[src/rtl/wbc_vic.sv]
// Vectored interrupt controller for the K1801VM2 CPU: fixed-priority request selection,
// virq generation and the vector-fetch (istb/iack/ivec) handshake.
module wbc_vic #(
   parameter int unsigned       N            = 8,
   parameter logic [N*16-1:0]   VECTORS      = '0,
   parameter logic [15:0]       SPURIOUS_VEC = 16'o000004
) (
   input  logic         wb_clk_i,
   input  logic         wb_rst_i,
   input  logic [N-1:0] ireq,
   input  logic [N-1:0] ienable,
   output logic [N-1:0] ireq_ack,
   output logic         virq,
   input  logic         istb,
   output logic [15:0]  ivec,
   output logic         iack
);

   typedef enum logic [1:0] {StIdle, StLatch, StAck, StRecover} state_e;

   state_e       state_q, state_d;
   logic         virq_q, virq_d;
   logic         iack_q, iack_d;
   logic [15:0]  ivec_q, ivec_d;
   logic [N-1:0] ack_q, ack_d;

   logic [N-1:0] pend;
   logic [N-1:0] win_onehot;
   logic [15:0]  win_vec;

   assign pend = ireq & ienable;

   // Scan from the top down so the lowest pending index is the last one written.
   always_comb begin
      win_onehot = '0;
      win_vec    = SPURIOUS_VEC;
      for (int k = int'(N) - 1; k >= 0; k--) begin
         if (pend[k]) begin
            win_onehot    = '0;
            win_onehot[k] = 1'b1;
            win_vec       = VECTORS[16*k +: 16];
         end
      end
   end

   always_comb begin
      state_d = state_q;
      virq_d  = virq_q;
      iack_d  = iack_q;
      ivec_d  = ivec_q;
      ack_d   = '0;
      unique case (state_q)
         StIdle: begin
            virq_d = |pend;
            if (istb) state_d = StLatch;
         end
         StLatch: begin
            // Priority is resolved here, so a late higher request still wins.
            ivec_d  = win_vec;
            ack_d   = win_onehot;
            iack_d  = 1'b1;
            virq_d  = 1'b0;
            state_d = StAck;
         end
         StAck: begin
            if (!istb) begin
               iack_d  = 1'b0;
               ivec_d  = '0;
               state_d = StRecover;
            end
         end
         StRecover: begin
            // Give the acknowledged device a cycle to drop its request.
            virq_d  = 1'b0;
            state_d = StIdle;
         end
         default: state_d = StIdle;
      endcase
   end

   always_ff @(posedge wb_clk_i) begin
      if (wb_rst_i) begin
         state_q <= StIdle;
         virq_q  <= 1'b0;
         iack_q  <= 1'b0;
         ivec_q  <= '0;
         ack_q   <= '0;
      end else begin
         state_q <= state_d;
         virq_q  <= virq_d;
         iack_q  <= iack_d;
         ivec_q  <= ivec_d;
         ack_q   <= ack_d;
      end
   end

   assign virq     = virq_q;
   assign iack     = iack_q;
   assign ivec     = ivec_q;
   assign ireq_ack = ack_q;

endmodule
[config.mk]
export PLATFORM = sky130hd
export DESIGN_NAME = wbc_vic
export DESIGN_NICKNAME = d
export VERILOG_FILES = /design/src/rtl/wbc_vic.sv
export SDC_FILE = /design/constraint.sdc
export NUM_CORES = 1
export LEC_CHECK = 0
export ABC_AREA = 1
export ABC_CLOCK_PERIOD_IN_PS = 2900
export CORE_MARGIN = 10
export CORE_UTILIZATION = 30
export CTS_CLUSTER_SIZE = 40
export DETAILED_ROUTE_END_ITERATION = 8
export PLACE_DENSITY = 0.68
export SYNTH_ARGS = -nofsm -noshare
export SYNTH_HDL_FRONTEND = slang
export SYNTH_SLANG_ARGS = --single-unit
[constraint.sdc]
create_clock -name wb_clk_i -period 2.9 [get_ports wb_clk_i]
set_input_delay 0.87 -clock wb_clk_i [delete_from_list [all_inputs] [get_ports wb_clk_i]]
set_output_delay 0.87 -clock wb_clk_i [all_outputs]
set_load 0.01 [all_outputs]
Yosys cells after proc, flatten, opt, wreduce, memory -nomap -nowiden
Index checks and enable logic that the tools add are counted.
- bits in registers: 28
- bits of input ports: 19
- output and inout port bits: 26
- equality and inequality tests: 5
- multiplexer cells: 24
- bitwise operators: 2
- reductions and logical operators: 15
- operators by type and width (cell ; count):
    16-bit 2-to-1 mux ; 8
    16-bit one-hot mux with 2 select lines ; 1
    8-bit OR reduction ; 2
    9-bit OR reduction ; 1
    8-bit AND ; 1
    8-bit 2-to-1 mux ; 1
    2-bit one-hot mux with 4 select lines ; 1
    7-bit 2-to-1 mux ; 1
    7-bit OR reduction ; 1
    2-bit 2-to-1 mux ; 3
    3-bit 2-to-1 mux ; 2
    6-bit 2-to-1 mux ; 1
    6-bit OR reduction ; 1
    5-bit 2-to-1 mux ; 1
    5-bit OR reduction ; 1
    2-bit equality test (second input constant) ; 2
    4-bit 2-to-1 mux ; 1
    2-bit inequality test (second input constant) ; 2
    1-bit one-hot mux with 2 select lines ; 2
    2-bit AND reduction ; 2
    2-bit nonzero test ; 2
    2-bit OR reduction ; 2
    4-bit OR reduction ; 1
    3-bit OR reduction ; 1
    4 further kinds ; 5

Depth between registers and ports, before layout
Gate-level depths: netlist of the first run.
- depth in word-level cells: 10
- mapped depth: 6

Least setup slack after synthesis of the first run
Ideal clock, no wire load.
- kind: input to register
- start: in ireq[0]
- end: reg virq_q (netlist: virq)
- setup time: 116 ps
- data arrival time: 1291 ps
- required time: 2784 ps
- path slack: 1493 ps
- stages: 6
- buffers on the path: 0
- path through: nand2_2 nand2_2 nor2_4 nand2_1 nand2_1 a21oi_1
- word-level cells in the longest chain between the ends: 3
- RTL lines (what ; line ; source):
    from (decl) ; 10 ; input logic [N-1:0] ireq,
    8-bit AND ; 31 ; assign pend = ireq & ienable;
    8-bit OR reduction ; 54 ; virq_d = |pend;
    1-bit one-hot mux with 2 select lines ; 52 ; unique case (state_q)
    to (signal assigned) ; 90 ; virq_q <= virq_d;
    to (decl) ; 22 ; logic virq_q, virq_d;
No other way between the ends.
A chain may end at the register's enable or synchronous reset.

Worst setup path after layout of the first run
- start: reg virq_q (netlist: virq)
- end: out virq
- RTL lines (what ; line ; source):
    to (decl) ; 13 ; output logic virq,
No word-level cell between the ends.

==> out/results.tsv, run 1 <==
metric	value	unit
outcome	complete, no violations	
P&R area growth vs syn	40.8	%
M1 WL	649	µm
insertion delay to the later sink of the worst-skew pair	0.27	ns
Final min period	2.03	ns
leakage	0.430	nW
io pins	45	
final worst path period share	70.1	%
skew final	0.00777	ns
max incr delay on CP	0.55	ns
Met2 Wirelength	743	µm
pwr/cell area	582	mW/mm²
Final Max Tran Viols	0	
Port-buffer cells	29	
CTS buffer count	3	
Synth cell types	19	
Worst-path clk slew	0.08	ns
Initial Utilization	32.0	%
number of vias per cell	4.18	
unrepaired setup endpoints after global routing	no	
via count	610	
Max IR drop VDD	0.408	mV
Routed WL per cell	11.8	µm
WP data arrival	1.16	ns
die height	68.8	µm
diode count	0	
Yosys reg bits	13	
drt first pass iters	2	
Core Area	0.00223	mm²
root buf cell	clkbuf_4	
syn avg cell area	8.31	µm²
clock sink count	13	
DR WL met3	330	µm
Sw Ratio	36.2	%
clock network power share	18.7	%
Design Area, Final	0.00101	mm²
switching power	0.000212	W
max-cap check violation count	0	
vias in the first global route	579	
Pint	0.000374	W
hold_buf cts	0	
first-pass GRT wire length	2460	µm
placed cell areas	980	µm²
grt ovf	0	
post-route ant nets	0	
CP max FO	2	
nets@finish	144	
sequential share of power	39.1	%
GP Congestion	0.751	
sequential area share after synthesis	36.4	%
Final Non-Filler Cells	146	
Comb power frac	42.2	%
drt drc	0	
Die W	68.8	µm
worst hold slack	0.474	ns
Synth Warn #	0	
DIE AREA	0.00473	mm²
critical path class	reg2out	
Setup WS pre-CTS	0.909	ns
Peak Freq	492	MHz
WP data required	2.03	ns
Routed Wire Length	1720	µm
Fillers	239	
layout cells sized above 1	11.0	%
final setup fails	0	
buffer levels on the longest clock path	2	
crit path cell chain	clkdlybuf4s50_1	
GR Util All Layers	6.67	%
H-tree depth	1	
critical path's top delay family	buffers and inverters	
largest net degree at the start of global routing	8	
Cell Rows	17	
Top Layer Used	met3	
DRT iter0 DRCs	9	
post-DP HPWL	1540	µm
final setup margin	0.868	ns
Worst path slowest cell	clkdlybuf4s50_1	
TritonCTS clock tree	yes	
count of mapped cells out of synthesis	86	
Crit path buffers/inverters	1	
Setup Buffers After CTS	0	
placed cells	142	
mapped cell area	714	µm²
initial antenna violation count	0	
Worst Hold Class	reg2reg	
post-CTS sizing	0	
Final Hold Violating Endpoints	0	
Fin Setup TNS	0	ns
Critical Path Start Type	flip-flop	
Worst Setup End Kind	primary output	
## area by class of cell
| type | count | area (µm²) | share of cell area (%) |
|---|---|---|---|
| multi-input combinational | 68 | 379 | 37.7 |
| sequential | 13 | 260 | 25.9 |
| inverter | 4 | 15.0 | 1.49 |
| tap | 28 | 35.0 | 3.48 |
| clock buffer | 4 | 26.3 | 2.61 |
| timing repair buffer | 29 | 290 | 28.9 |
## flip-flops by register name, indices dropped and copies added, names as in the netlist
signal / flops
ivec: 1
iack: 1
state_q: 2
ireq_ack: 8
virq: 1
## final timing paths
check / start / end / slack (ns) / cells past startpoint
worst max-delay path: virq$_SDFFE_PP0P_ / virq / 0.87 / 1
worst min-delay path: virq$_SDFFE_PP0P_ / virq$_SDFFE_PP0P_ / 0.47 / 2
worst max register to register: state_q[0]$_SDFFE_PP0P_ / state_q[0]$_SDFFE_PP0P_ / 1.61 / 5
worst min register to register: virq$_SDFFE_PP0P_ / virq$_SDFFE_PP0P_ / 0.47 / 2
## kinds of logic (layout without fill, tap and decap cells)
group | Yosys count | in the layout | synth area share, %
simple gates | 40 | 40 | 28.9
fa+ha+maj | 6 | 6 | 10.5
compound gates | 7 | 7 | 5.78
other cells | 1 | 15 | 0.525
buf+inv | 19 | 37 | 17.9
flops | 13 | 13 | 36.4
## power by group through the flow
stage | Sequential (W) | Clock, W | Combinational (W)
6_report | 0.000229 | 0.000109 | 0.000247
3_5_place_dp | 0.000234 | 0 | 0.000249
3_3_place_gp | 0.000231 | 0 | 0.000241
2_1_floorplan | 0.000237 | 0 | 0.000168
4_1_cts | 0.000229 | 0.000112 | 0.000251
5_1_grt | 0.000232 | 0.000119 | 0.000283
## stage by stage
step                util, %  total power [W]
global placement       43.9         0.000472
finish                 45.0         0.000585
detailed placement     43.9         0.000483
global route           45.0         0.000634
CTS                    45.0         0.000593
floorplan                 -         0.000405
## metal layers
metal / vias to the layer above / global-route usage [%]
met2: 36 / 10.9
li1: 309 / -
met1: 265 / 6.80
met5: - / 0
met4: 0 / 0.739
met3: 0 / 5.31
## tightest hold or removal path: stages (launching register included)
cell	delay [ns]
dfxtp_1	0.32
nand2_1	0.05
a21oi_1	0.06
## layout by cell type, fill, tap and decap left out
master	count
nor2_1	9
clkbuf_4	3
a21oi_1	4
nor2_4	2
nor3b_2	2
nand3_2	1
nand3_1	2
inv_1	3
o31a_1	1
conb_1	15
dfxtp_1	13
clkbuf_1	1
nand2_1	17
a211oi_1	1
clkdlybuf4s50_1	29
o21ai_0	1
nand4_1	1
inv_2	1
nand2_2	4
ha_1	6
nor3_1	2
## synthesized netlist by cell type, drive strengths merged
| cell | instances | area share, % |
|---|---|---|
| a21oi | 4 | 2.8 |
| o21ai | 1 | 0.70 |
| nor2 | 11 | 7.9 |
| buf | 15 | 16 |
| nor3b | 2 | 3.5 |
| ha | 6 | 11 |
| o31a | 1 | 1.2 |
| a211oi | 1 | 1.1 |
| nand2 | 21 | 12 |
| conb | 1 | 0.52 |
| dfxtp | 13 | 36 |
| nand4 | 1 | 0.88 |
| inv | 4 | 2.1 |
| nand3 | 3 | 2.8 |
| nor3 | 2 | 1.4 |
No activity file was read; power rests on OpenSTA's default activity.
==> run 2: changes to the inputs <==
Settings changed: ABC_CLOCK_PERIOD_IN_PS 2900 to 2100.
Clock period 2.9 ns to 2.1 ns, I/O delays scaled along.
==> results of run 2 <==
Same layout as run 1 (identical final DEF). Status: complete, no violations.
Among the figures that moved: setup slack after placement 0.909 ns -> 0.349 ns; setup slack after layout 0.868 ns -> 0.308 ns; register-to-register setup slack 1.61 ns -> 0.81 ns; total power 0.000585 W -> 0.000808 W; worst IR drop on VDD 0.408 mV -> 0.563 mV
